==> src/rtl/k5_color_search_pkg.sv <==
// Shared constants, FSM state type and digit helper for the K5 colouring search.
package k5_pkg;
  localparam int NV     = 5;
  localparam int CB     = 3;
  localparam int CAND_W = NV * CB;

  typedef enum logic [1:0] {
    IDLE   = 2'd0,
    SEARCH = 2'd1,
    DONE   = 2'd2
  } state_t;

  function automatic logic [CB-1:0] digit(input logic [CAND_W-1:0] c, input int i);
    return c[i*CB +: CB];
  endfunction
endpackage

==> src/rtl/k5_color_search_odometer.sv <==
// Combinational odometer step over five base-(lim+1) digits, vertex 0 least significant.
module color_odometer
  import k5_pkg::*;
(
  input  logic [CAND_W-1:0] cand_i,
  input  logic [CB-1:0]     lim_i,
  output logic [CAND_W-1:0] cand_nxt_o,
  output logic              last_o
);

  logic [CB-1:0] d;
  logic          carry;

  always_comb begin
    cand_nxt_o = cand_i;
    last_o     = 1'b1;
    carry      = 1'b1;
    d          = '0;
    for (int i = 0; i < NV; i++) begin
      d = digit(cand_i, i);
      if (d != lim_i) last_o = 1'b0;
      // A digit at the limit wraps and keeps the carry rippling upward.
      if (carry) begin
        if (d == lim_i) begin
          cand_nxt_o[i*CB +: CB] = '0;
        end else begin
          cand_nxt_o[i*CB +: CB] = CB'(d + 1'b1);
          carry                  = 1'b0;
        end
      end
    end
  end

endmodule

==> src/rtl/k5_color_search.sv <==
// Walks all K5 colourings in odometer order, one per clock, and stops on the first proper one.
module k5_color_search
  import k5_pkg::*;
#(
  parameter int NV = k5_pkg::NV,
  parameter int CB = k5_pkg::CB,
  parameter int TW = 16
) (
  input  logic             clk,
  input  logic             rst,
  input  logic             start,
  input  logic [CB-1:0]    max_color,
  output logic [NV*CB-1:0] cand,
  input  logic             proper,
  output logic             busy,
  output logic             done,
  output logic             found,
  output logic [NV*CB-1:0] coloring,
  output logic [TW-1:0]    tries
);

  state_t            state_q, state_d;
  logic [CB-1:0]     lim_q, lim_d;
  logic [NV*CB-1:0]  cand_q, cand_d;
  logic [NV*CB-1:0]  coloring_q, coloring_d;
  logic [TW-1:0]     tries_q, tries_d;
  logic              found_q, found_d;
  logic [NV*CB-1:0]  cand_nxt;
  logic              last;

  color_odometer u_odo (
    .cand_i     (cand_q),
    .lim_i      (lim_q),
    .cand_nxt_o (cand_nxt),
    .last_o     (last)
  );

  always_ff @(posedge clk or posedge rst) begin
    if (rst) begin
      state_q    <= IDLE;
      lim_q      <= '0;
      cand_q     <= '0;
      coloring_q <= '0;
      tries_q    <= '0;
      found_q    <= 1'b0;
    end else begin
      state_q    <= state_d;
      lim_q      <= lim_d;
      cand_q     <= cand_d;
      coloring_q <= coloring_d;
      tries_q    <= tries_d;
      found_q    <= found_d;
    end
  end

  always_comb begin
    state_d    = state_q;
    lim_d      = lim_q;
    cand_d     = cand_q;
    coloring_d = coloring_q;
    tries_d    = tries_q;
    found_d    = found_q;
    unique case (state_q)
      IDLE, DONE: begin
        if (start) begin
          lim_d      = max_color;
          cand_d     = '0;
          tries_d    = '0;
          found_d    = 1'b0;
          coloring_d = '0;
          state_d    = SEARCH;
        end
      end
      SEARCH: begin
        // Every cycle in SEARCH evaluates exactly one candidate.
        tries_d = tries_q + TW'(1);
        if (proper) begin
          coloring_d = cand_q;
          found_d    = 1'b1;
          state_d    = DONE;
        end else if (last) begin
          found_d = 1'b0;
          state_d = DONE;
        end else begin
          cand_d = cand_nxt;
        end
      end
      default: state_d = IDLE;
    endcase
  end

  assign cand     = cand_q;
  assign coloring = coloring_q;
  assign tries    = tries_q;
  assign found    = found_q;
  assign busy     = (state_q == SEARCH);
  assign done     = (state_q == DONE);

endmodule

==> config.mk <==
export PLATFORM = sky130hd
export DESIGN_NAME = k5_color_search
export DESIGN_NICKNAME = d
export VERILOG_FILES = /design/src/rtl/k5_color_search_pkg.sv /design/src/rtl/k5_color_search_odometer.sv /design/src/rtl/k5_color_search.sv
export SDC_FILE = /design/constraint.sdc
export NUM_CORES = 1
export LEC_CHECK = 0
export ABC_AREA = 1
export BUFFER_PORTS_ARGS = -buffer_cell sky130_fd_sc_hd__buf_2
export CAP_MARGIN = 15
export CORE_UTILIZATION = 50
export CTS_CLUSTER_DIAMETER = 40
export DETAILED_ROUTE_END_ITERATION = 10
export GPL_TIMING_DRIVEN = 0
export PLACE_DENSITY = 0.74
export SLEW_MARGIN = 20
export SYNTH_ARGS = -nofsm -noshare
export SYNTH_HDL_FRONTEND = slang
export SYNTH_SLANG_ARGS = --single-unit
==> constraint.sdc <==
create_clock -name clk -period 2.1 [get_ports clk]
set_input_delay 0.21 -clock clk [delete_from_list [all_inputs] [get_ports clk]]
set_output_delay 0.21 -clock clk [all_outputs]
set_load 0.1 [all_outputs]
-- Word level (Yosys, flattened, before mapping)
Index checks and enable logic that the tools add are counted.
- flip-flop bits (word level): 52
- word-level logic and storage cells: 87
- bits of input ports: 7
- output and inout bits: 49
- eq/ne operators: 21
- mux-type cells: 37
- $add $sub $neg: 6
- reduce and logical (&&, ||, !) cells: 13
- operators by type and width (kind ; count):
    two-way mux 15 bit ; 4
    one-hot mux 15 bit (2 select lines) ; 2
    one-hot mux 16 bit (2 select lines) ; 1
    two-way mux 3 bit ; 9
    AND reduction 5 bit ; 4
    adder 16 x 1 -> 16 bit, second input constant ; 1
    two-way mux 16 bit ; 1
    adder 3 x 1 -> 3 bit, second input constant ; 5
    equality test 3 bit ; 5
    two-way mux 1 bit ; 15
    inequality test 3 bit ; 5
    inequality test 2 x 1 -> 1 bit, second input constant ; 4
    inequality test 2 bit, second input constant ; 4
    two-way mux 2 bit ; 3
    AND reduction 2 bit ; 3
    AND reduction 3 bit ; 2
    one-hot mux 2 bit (2 select lines) ; 1
    AND reduction 4 bit ; 1
    inequality test 3 x 2 -> 1 bit, second input constant ; 1
    equality test 2 x 1 -> 1 bit, second input constant ; 1
    equality test 2 bit, second input constant ; 1
    zero test 2 bit ; 1
    one-hot mux 1 bit (2 select lines) ; 1
    nonzero test 2 bit ; 1
    OR reduction 2 bit ; 1

-- Depth between registers and ports, before layout
Gate-level depths: netlist of run 1.
- word-level depth: 9
- mapped depth: 11
- depth with buffers taken out: 10

-- Cells and area by module
From an unflattened synthesis of run 1, not the netlist that was laid out.
- cell total of the unflattened synthesis: 380
- area, all modules: 3037.9 um^2
- modules (own cells, without submodules) (module ; instances ; sequential area each (um^2) ; cells each ; area an instance (um^2)):
    k5_color_search ; 1 ; 1301.2 ; 271 ; 2356.0
    color_odometer ; 1 ; 0.0 ; 109 ; 681.9

-- Least setup slack after synthesis of run 1
No wires, ideal clock.
- path type: register to register
- start point: register tries_q[0] (netlist: tries[0])
- end point: register tries_q[12] (netlist: tries[12])
- setup slack: -0.231 ns
- required time: 1.980 ns
- library setup time: 0.120 ns
- period minus slack after synthesis: 2.331 ns
- buffers on the path: 0
- arrival: 2.211 ns
- stages on the path, launching flop included: 11
- cell sequence: dfrtp_1 -> ha_1 -> nand2_1 -> inv_1 -> nand3_1 -> nor2_1 -> nand2_1 -> nor4_1 -> nand2_1 -> o21ai_0 -> inv_1
- cells in the longest elaborated chain, start to end: 2
- RTL lines (item ; RTL line ; source):
    start: declaration ; k5_color_search.sv:26 ; logic [TW-1:0] tries_q, tries_d;
    start signal: assignment ; k5_color_search.sv:51 ; tries_q <= tries_d;
    adder 16 x 1 -> 16 bit ; k5_color_search.sv:76 ; tries_d = tries_q + TW'(1);
    one-hot mux 16 bit (2 select lines) ; k5_color_search.sv:63 ; unique case (state_q)
No other way between the ends.
A chain may end at the register's enable or synchronous reset.

-- Final worst setup path of run 1
- start point: register state_q[1]
- end point: output busy
- cells in the longest elaborated chain, start to end: 1
- RTL lines (item ; RTL line ; source):
    start: declaration ; k5_color_search.sv:22 ; state_t state_q, state_d;
    start signal: assignment ; k5_color_search.sv:47 ; state_q <= state_d;
    equality test 2 x 1 -> 1 bit ; k5_color_search.sv:96 ; assign busy = (state_q == SEARCH);
    end: declaration ; k5_color_search.sv:15 ; output logic busy,
No other way between the ends.

==> reports/results.tsv, run 1 <==
stage	metric	value	unit
timing	setup_tns	0	ns
worst_setup_path	reg2reg_to	tries[12]	
hold_path	hold_class	in -> reg	
yosys	synth_warnings	0	
hold_path	hold_start	max_color[0]	
timing	worst_slew_pin_slew	0.554	ns
placed_design	post-dp-hpwl	4860	um
die	die_y	76.9	um
timing	whs	0.103	ns
pwr	p_total	5.31	mW
clocking	cts_sinks	52	
yosys	synth_commonest_cells	nand2_1 (90), dfrtp_1 (52), nand3_1 (52)	
clocking	numCtsBuffers	5	
yosys	synth_cells	350	
cells_and_area	n_fill_cell	468	
drt	drt-vias-per-instance	5.32	
yosys	synth.most_common_cell	nand2_1	
cells_and_area	area.growth.synth_to_final	18.6	%
drt	wire_per_inst	13.4	um
pwr	peakVddDrop	0.796	mV
clocking	clk_pin_slew	0.09	ns
global_route	grt_pass1_vias	2369	
placed_design	gp_congestion	0.861	
worst_setup_path	cp.required	1.89	ns
yosys	ys_seq_area_share	46.4	%
timing	hold_viol	0	
global_route	overflow	0	
worst_setup_path	crit_arrival	1.66	ns
pwr	p_leak	1.80	nW
yosys	yosys.cell_types.count	26	
yosys	synth_top_area_share	46.4	%
yosys	syn-num-nets	363	
timing	slew_headroom	63.0	%
die	die_area	5910	um2
timing	fin_crit	1.87	ns
timing	rsz0062_at_grt	false	
outcome	outcome	completed	
hold_path	min_delay_worst_endpoint	lim_q[0]	
worst_setup_path	r2r.worst_path.cells	10	
global_route	grt_antenna_before_repair	0	
clocking	htree_num_levels	2	
hold_path	worstHoldPathCells	3	
pwr	powerDensity	1600	nW/um2
cells_and_area	n_antenna_cell	0	
global_route	track_usage	24.3	%
worst_setup_path	worst_setup_path_start_kind	register	
drt	wl	6560	um
job	max_cap_violations	0	
drt	drtPass1Iterations	4	
die	die_x	76.9	um
yosys	syn-mean-instance-area	8.00	um2
timing	final_max_slew_viol_count	0	
cells_and_area	multi_input_area	1260	um2
drt	drt_iter0_drc	162	
timing	fin_worst_skew	0.00728	ns
worst_setup_path	reg2reg_from	tries[0]	
yosys	async_reset_ff_share	100	%
cells_and_area	drive_above_1_share	21.8	%
global_route	grt_max_degree	28	
timing	finalCritPeriodShare	89.0	%
die	coreArea	5240	um2
die	core.rowCount	26	
global_route	grt_pass1_wl	11400	um
cells_and_area	regArea	1310	um2
drt	ant_nets	0	
die	io_pins	56	
yosys	synth_edf_count	0	
clocking	cts_tree	built	
die	start_util	53.5	%
cells_and_area	final_util	63.4	%
clocking	cts.path.max_buffers	2	
yosys	synth_seq_cells	52	
worst_setup_path	crit_path_end_kind	primary output	
drt	drc_errors	0	
clocking	clock_latency	0.31	ns
cells_and_area	nets	430	
placed_design	port-buffer-count	55	
timing	fmax	535	MHz
yosys	synthFlopType	dfrtp_1	
drt	vias	2597	
yosys	yosys-top-cells-area	dfrtp_1 (46%), nand2_1 (12%), nand3_1 (9.3%), xnor2_1 (4.7%), inv_1 (4.6%)	
yosys	synth_area_leader_cell	dfrtp_1	
worst_setup_path	critPathKind	reg -> out	
clocking	cts_root_buffer	clkbuf_8	
timing	setup_viol	0	
yosys	syn_area	2800	um2
worst_setup_path	worst-path-max-fanout	10	
placed_design	post-place-ws	0.185	ns
timing	final.setup.worst_slack	0.231	ns
worst_setup_path	reg2reg_slack	0.34	ns
## logic make-up (layout without fill, tap and decap cells)
family / Yosys count / after routing / synth area share (%)
DFF: 52 / 52 / 46.4
buffers and inverters: 52 / 120 / 8.44
xor gates and xnor gates: 17 / 17 / 5.32
and+or+nand+nor: 193 / 193 / 31.4
adders and majority gates: 6 / 6 / 2.68
AOI/OAI and AO/OA: 30 / 30 / 5.67
## routing by layer
| metal | vias to the layer above | GRT usage [%] | wire length (um) |
|---|---|---|---|
| met3 | 8 | 3.57 | 404 |
| met5 | - | 0 | 0 |
| met2 | 98 | 36.5 | 2930 |
| li1 | 1274 | - | - |
| met4 | 0 | 7.88 | 110 |
| met1 | 1217 | 36.0 | 3120 |
## how the worst max path moves through the flow
stage	startpoint	to	slack [ns]	depth (start not counted)
after detailed placement	state_q[1]	busy	0.18	4
after global routing	tries[0]	tries[12]	0.08	10
after floorplan	cand[2]	cand[6]	0.03	7
after global placement	rst	tries[2]	-0.18	2
final	state_q[1]	busy	0.23	4
after CTS	state_q[0]	busy	0.02	5
## state kept, by name (all words and copies together) (netlist names)
register,count
coloring,15
found,1
cand,15
tries,16
lim_q,3
state_q,2
## power by group
part	internal, mW	switching [mW]
clock	0.268	0.331
sequential	1.22	0.230
combinational	0.741	2.52
## final cells by class
cell class / count / area share (%)
Tap cell: 70 / 2.64
Sequential cell: 52 / 39.3
Inverter: 39 / 4.41
Buffer: 13 / 2.79
Multi-Input combinational cell: 246 / 38.0
Clock buffer: 7 / 2.60
Clock inverter: 1 / 0.226
Timing Repair Buffer: 60 / 10.1
## worst max-delay path: stages (launching register included)
cell,delay [ns]
dfrtp_1,0.42
nor2_4,0.19
clkbuf_4,0.25
buf_2,0.24
buf_6,0.25
## through the flow
step / cell area, um2 / cells
CTS: 3300 / 485
floorplan: 2810 / 350
detailed placement: 3190 / 476
global placement: 3170 / 475
global route: 3320 / 488
finish: 3320 / 488
## timing repair
action / in CTS / in global routing
hold endpoints to repair: 25 / 0
hold buffers: 1 / 0
pin swaps: 1 / 1
endpoints found under the setup margin: 1 / 1
buffers inserted: 0 / 3
gates resized for setup: 2 / 1
## cell usage in the layout (no fill, tap or decap), drive strengths merged, types with 2 or more instances in the layout
| master | n |
|---|---|
| a21oi | 3 |
| nor2 | 28 |
| o21ai | 23 |
| buf | 67 |
| xor2 | 2 |
| ha | 6 |
| nand2 | 93 |
| nand4 | 16 |
| xnor2 | 15 |
| dfrtp | 52 |
| nor3 | 2 |
| clkbuf | 12 |
| o22ai | 2 |
| nand3 | 53 |
| inv | 39 |
No activity file was read; power rests on OpenSTA's default activity.
==> run 2: changes to the inputs <==
--- a/config.mk
+++ b/config.mk
@@ -11,7 +11,6 @@
 export CORE_UTILIZATION = 50
 export CTS_CLUSTER_DIAMETER = 40
 export DETAILED_ROUTE_END_ITERATION = 10
-export GPL_TIMING_DRIVEN = 0
 export PLACE_DENSITY = 0.74
 export SLEW_MARGIN = 20
 export SYNTH_ARGS = -nofsm -noshare
==> reports/results.tsv, run 2 (synthesis gave the netlist of run 1 again) <==
stage	metric	value	unit
outcome	outcome	completed	
die	start_util	53.5	%
die	coreArea	5240	um2
drt	drt-vias-per-instance	5.24	
die	core.rowCount	26	
global_route	track_usage	23.5	%
cells_and_area	n_antenna_cell	0	
worst_setup_path	reg2reg_slack	0.24	ns
timing	whs	0.110	ns
clocking	cts.hold.buffers_added	1	
hold_path	hold_class	in -> reg	
cells_and_area	drive_above_1_share	21.3	%
timing	final_max_slew_viol_count	0	
cells_and_area	layout_commonest_cell	nand2_1	
cells_and_area	largest_reg_flops	16	
pwr	p_leak	1.77	nW
timing	setup_viol	0	
worst_setup_path	worst_setup_path_start_kind	register	
timing	fin_worst_skew	0.00365	ns
cells_and_area	stdcell_area	3250	um2
clocking	numCtsBuffers	5	
cells_and_area	final_cell_count_no_fill	478	
hold_path	worstHoldPathCells	3	
timing	hold_viol	0	
timing	fmax	509	MHz
global_route	overflow	0	
job	max_cap_violations	0	
clocking	cts.path.max_buffers	2	
global_route	grt_max_degree	36	
cells_and_area	area.growth.synth_to_final	16.1	%
timing	worst_slew_pin_slew	0.489	ns
timing	slew_headroom	67.3	%
worst_setup_path	r2r.worst_path.cells	10	
pwr	peakVddDrop	0.886	mV
clocking	cts_root_buffer	clkbuf_8	
drt	drt_iter0_drc	187	
drt	ant_nets	0	
cells_and_area	n_fill_cell	486	
drt	drc_errors	0	
timing	setup_tns	0	ns
global_route	grt_antenna_before_repair	0	
cells_and_area	regArea	1310	um2
global_route	grt_pass1_wl	11000	um
clocking	cts_resized	0	
clocking	cts_sinks	52	
drt	wire_per_inst	13.4	um
pwr	p_total	5.19	mW
die	die_y	76.9	um
placed_design	place_inst	469	
die	io_pins	56	
clocking	post-cts-setup-buffers	0	
placed_design	post-dp-hpwl	4700	um
cells_and_area	nets	420	
placed_design	port-buffer-count	55	
placed_design	placed_area	3130	um2
global_route	grt_pass1_vias	2378	
worst_setup_path	crit_arrival	1.76	ns
worst_setup_path	crit_path_end_kind	primary output	
cells_and_area	final_cell_mix	nand2_1 (90), buf_2 (55), nand3_1 (52)	
die	die_area	5910	um2
clocking	cts_tree	built	
die	die_x	76.9	um
drt	drtPass1Iterations	5	
drt	wl	6430	um
timing	fin_crit	1.97	ns
worst_setup_path	cp.required	1.89	ns
clocking	htree_num_levels	2	
worst_setup_path	critPathKind	reg -> out	
drt	vias	2507	
worst_setup_path	worst-path-max-fanout	35	
pwr	powerDensity	1600	nW/um2
clocking	clk_pin_slew	0.09	ns
placed_design	gp_congestion	0.840	
clocking	clock_latency	0.30	ns
timing	rsz0062_at_grt	false	
cells_and_area	multi_input_area	1260	um2
timing	finalCritPeriodShare	93.6	%
[run 2: worst paths after layout]
check	startpoint	to
worst min-delay path	max_color[1]	lim_q[1]
max in group asynchronous	rst	tries[2]
worst max-delay path	state_q[1]	busy
min in group asynchronous	rst	coloring[3]
worst min register to register	coloring[6]	coloring[6]
worst max register to register	tries[0]	tries[12]
[run 2: layout make-up]
type / instances / share of cell area, %
sequential: 52 / 40.1
multi-input combinational: 246 / 38.9
timing repair buffer: 63 / 10.4
inverter: 39 / 4.50
tap: 70 / 2.69
clock buffer: 5 / 2.12
clock inverter: 3 / 1.31
[run 2: layer usage]
layer / share of wire [%] / vias to the layer above / global-route usage (%)
met3: 4.4 / 7 / 5.00
met1: 49 / 1183 / 33.0
met4: 1.1 / 0 / 7.50
met5: 0 / - / 0
met2: 46 / 60 / 36.1
li1: - / 1257 / -
[run 2: critical path: stages, from the launching register on]
cell and delay (ns):
dfrtp_1 0.42, nor2_4 0.15, buf_4 0.37, buf_2 0.50
[run 2: metrics by stage]
| stage | util, % | setup slack, ns |
|---|---|---|
| floorplan | - | 0.0256 |
| global placement | 59.8 | 0.376 |
| detailed placement | 59.8 | 0.294 |
| CTS | 62.1 | 0.126 |
| global route | 62.1 | 0.0451 |
| finish | 62.1 | 0.134 |
[run 2: report_power, final]
group | total, mW | leakage (nW) | switching (mW) | internal, mW
registers | 1.51 | 0.703 | 0.298 | 1.21
logic | 2.99 | 1.01 | 2.40 | 0.594
clock network | 0.682 | 0.0541 | 0.330 | 0.353
==> run 3: changes to the inputs <==
==> constraint.sdc (replaced) <==
create_clock -name clk -period 2.1 [get_ports clk]
set_input_delay 0.21 -clock clk [delete_from_list [all_inputs] [get_ports clk]]
set_output_delay 0.21 -clock clk [all_outputs]
set_load 0.05 [all_outputs]
==> reports/results.tsv, run 3 (synthesis gave the netlist of run 1 again) <==
stage	metric	value	unit
outcome	outcome	completed	
die	die_y	76.9	um
timing	fin_crit	1.82	ns
timing	slew_headroom	64.0	%
placed_design	port-buffer-count	55	
hold_path	hold_start	max_color[2]	
drt	wl	6440	um
worst_setup_path	worst-path-max-fanout	17	
cells_and_area	layout_commonest_cell	nand2_1	
timing	setup_tns	0	ns
clocking	post-cts-setup-buffers	0	
drt	vias	2512	
timing	whs	0.105	ns
worst_setup_path	worst_setup_path_start_kind	register	
global_route	overflow	0	
drt	wire_per_inst	13.5	um
timing	fin_worst_skew	0.00883	ns
die	io_pins	56	
timing	final.setup.worst_slack	0.280	ns
cells_and_area	largest_reg_flops	16	
die	coreArea	5240	um2
worst_setup_path	cp.required	2.30	ns
timing	final_max_slew_viol_count	0	
global_route	grt_antenna_before_repair	0	
cells_and_area	area.growth.synth_to_final	16.5	%
cells_and_area	n_fill_cell	476	
cells_and_area	final_cell_mix	nand2_1 (90), buf_2 (55), nand3_1 (52), dfrtp_1 (52), inv_1 (33)	
die	die_area	5910	um2
global_route	grt_max_degree	32	
drt	drt-vias-per-instance	5.27	
worst_setup_path	critPathKind	reg -> reg	
worst_setup_path	reg2reg_from	state_q[0]	
die	die_x	76.9	um
timing	worst_slew_pin_slew	0.540	ns
cells_and_area	multi_input_area	1270	um2
timing	hold_viol	0	
timing	rsz0062_at_grt	false	
drt	ant_nets	0	
worst_setup_path	crit_path_end_kind	register	
timing	setup_viol	0	
worst_setup_path	reg2reg_slack	0.28	ns
cells_and_area	final_util	62.3	%
placed_design	gp_congestion	0.864	
drt	drt_iter0_drc	181	
die	start_util	53.5	%
pwr	powerDensity	1390	nW/um2
pwr	p_leak	1.78	nW
hold_path	min_delay_worst_endpoint	lim_q[2]	
drt	drc_errors	0	
global_route	track_usage	23.7	%
cells_and_area	nets	419	
job	max_cap_violations	0	
worst_setup_path	reg2reg_to	cand[13]	
worst_setup_path	crit_arrival	2.02	ns
placed_design	post-dp-hpwl	4710	um
cells_and_area	n_antenna_cell	0	
placed_design	post-place-ws	0.254	ns
timing	fmax	550	MHz
pwr	peakVddDrop	0.719	mV
timing	finalCritPeriodShare	86.6	%
worst_setup_path	r2r.worst_path.cells	9	
clocking	cts.path.max_buffers	2	
clocking	numCtsBuffers	5	
drt	drtPass1Iterations	4	
clocking	htree_num_levels	2	
clocking	cts_sinks	52	
clocking	clk_pin_slew	0.09	ns
clocking	clock_latency	0.31	ns
die	core.rowCount	26	
hold_path	hold_class	in -> reg	
hold_path	worstHoldPathCells	3	
global_route	grt_pass1_vias	2336	
cells_and_area	drive_above_1_share	20.4	%
cells_and_area	regArea	1300	um2
clocking	cts_root_buffer	clkbuf_8	
global_route	grt_pass1_wl	11000	um
clocking	cts_tree	built	
## run 3: cell types whose count changed in the layout (fill, tap and decap cells not counted), sizes merged
cell / previous run / this run
buf: 62 / 61
clkinvlp: 1 / 0
clkbuf: 5 / 6
## run 3: timing repair
item | CTS | global route
endpoints found under the hold margin | 23 | 0
endpoints found under the setup margin | 0 | 1
resized for setup | 0 | 1
hold buffers | 1 | 0
## run 3: worst max-delay path, stage by stage, from the launching register on
cell	delay, ns
dfrtp_1	0.43
inv_1	0.09
nor2_4	0.23
inv_2	0.14
nand2_2	0.15
nand2_1	0.10
inv_2	0.24
nand3_1	0.17
nand2_1	0.10
nand2_1	0.06
## run 3: layout make-up
| class | instances | share of cell area, % |
|---|---|---|
| Sequential cell | 52 | 39.9 |
| Multi-Input combinational cell | 246 | 38.8 |
| Timing Repair Buffer | 62 | 10.9 |
| Inverter | 39 | 4.48 |
| Tap cell | 70 | 2.68 |
| Clock buffer | 6 | 2.22 |
| Clock inverter | 2 | 1.07 |
## run 3: where the power goes
| group | internal [mW] | switching, mW | total (mW) | leakage [nW] |
|---|---|---|---|---|
| Combinational | 0.637 | 1.73 | 2.36 | 1.02 |
| Clock | 0.354 | 0.323 | 0.677 | 0.0552 |
| Sequential | 1.21 | 0.299 | 1.51 | 0.707 |
| Total | 2.20 | 2.35 | 4.55 | 1.78 |
## run 3: stage by stage
| stage | cell area, um2 | power, mW | instances |
|---|---|---|---|
| after floorplan | 2800 | 3.37 | 350 |
| after global placement | 3140 | 3.83 | 468 |
| after detailed placement | 3140 | 3.87 | 468 |
| after CTS | 3260 | 4.57 | 477 |
| after global routing | 3260 | 4.87 | 477 |
| final | 3260 | 4.55 | 477 |
## run 3: routing by layer
| metal | wire (um) | GRT usage, % | vias to the layer above |
|---|---|---|---|
| li1 | - | - | 1264 |
| met1 | 3010 | 32.7 | 1159 |
| met2 | 2950 | 38.2 | 83 |
| met3 | 426 | 3.93 | 6 |
| met4 | 60 | 6.92 | 0 |
| met5 | 0 | 0 | - |
## run 3: worst max path at each step
| stage | start | endpoint | slack [ns] | cells past startpoint |
|---|---|---|---|---|
| 2_1_floorplan | tries[0] | tries[12] | 0.16 | 10 |
| 3_3_place_gp | tries[0] | tries[12] | 0.34 | 10 |
| 3_5_place_dp | tries[0] | tries[12] | 0.25 | 10 |
| 4_1_cts | tries[0] | tries[12] | 0.24 | 10 |
| 5_1_grt | tries[0] | tries[12] | 0.02 | 10 |
| 6_report | state_q[0] | cand[13] | 0.28 | 9 |
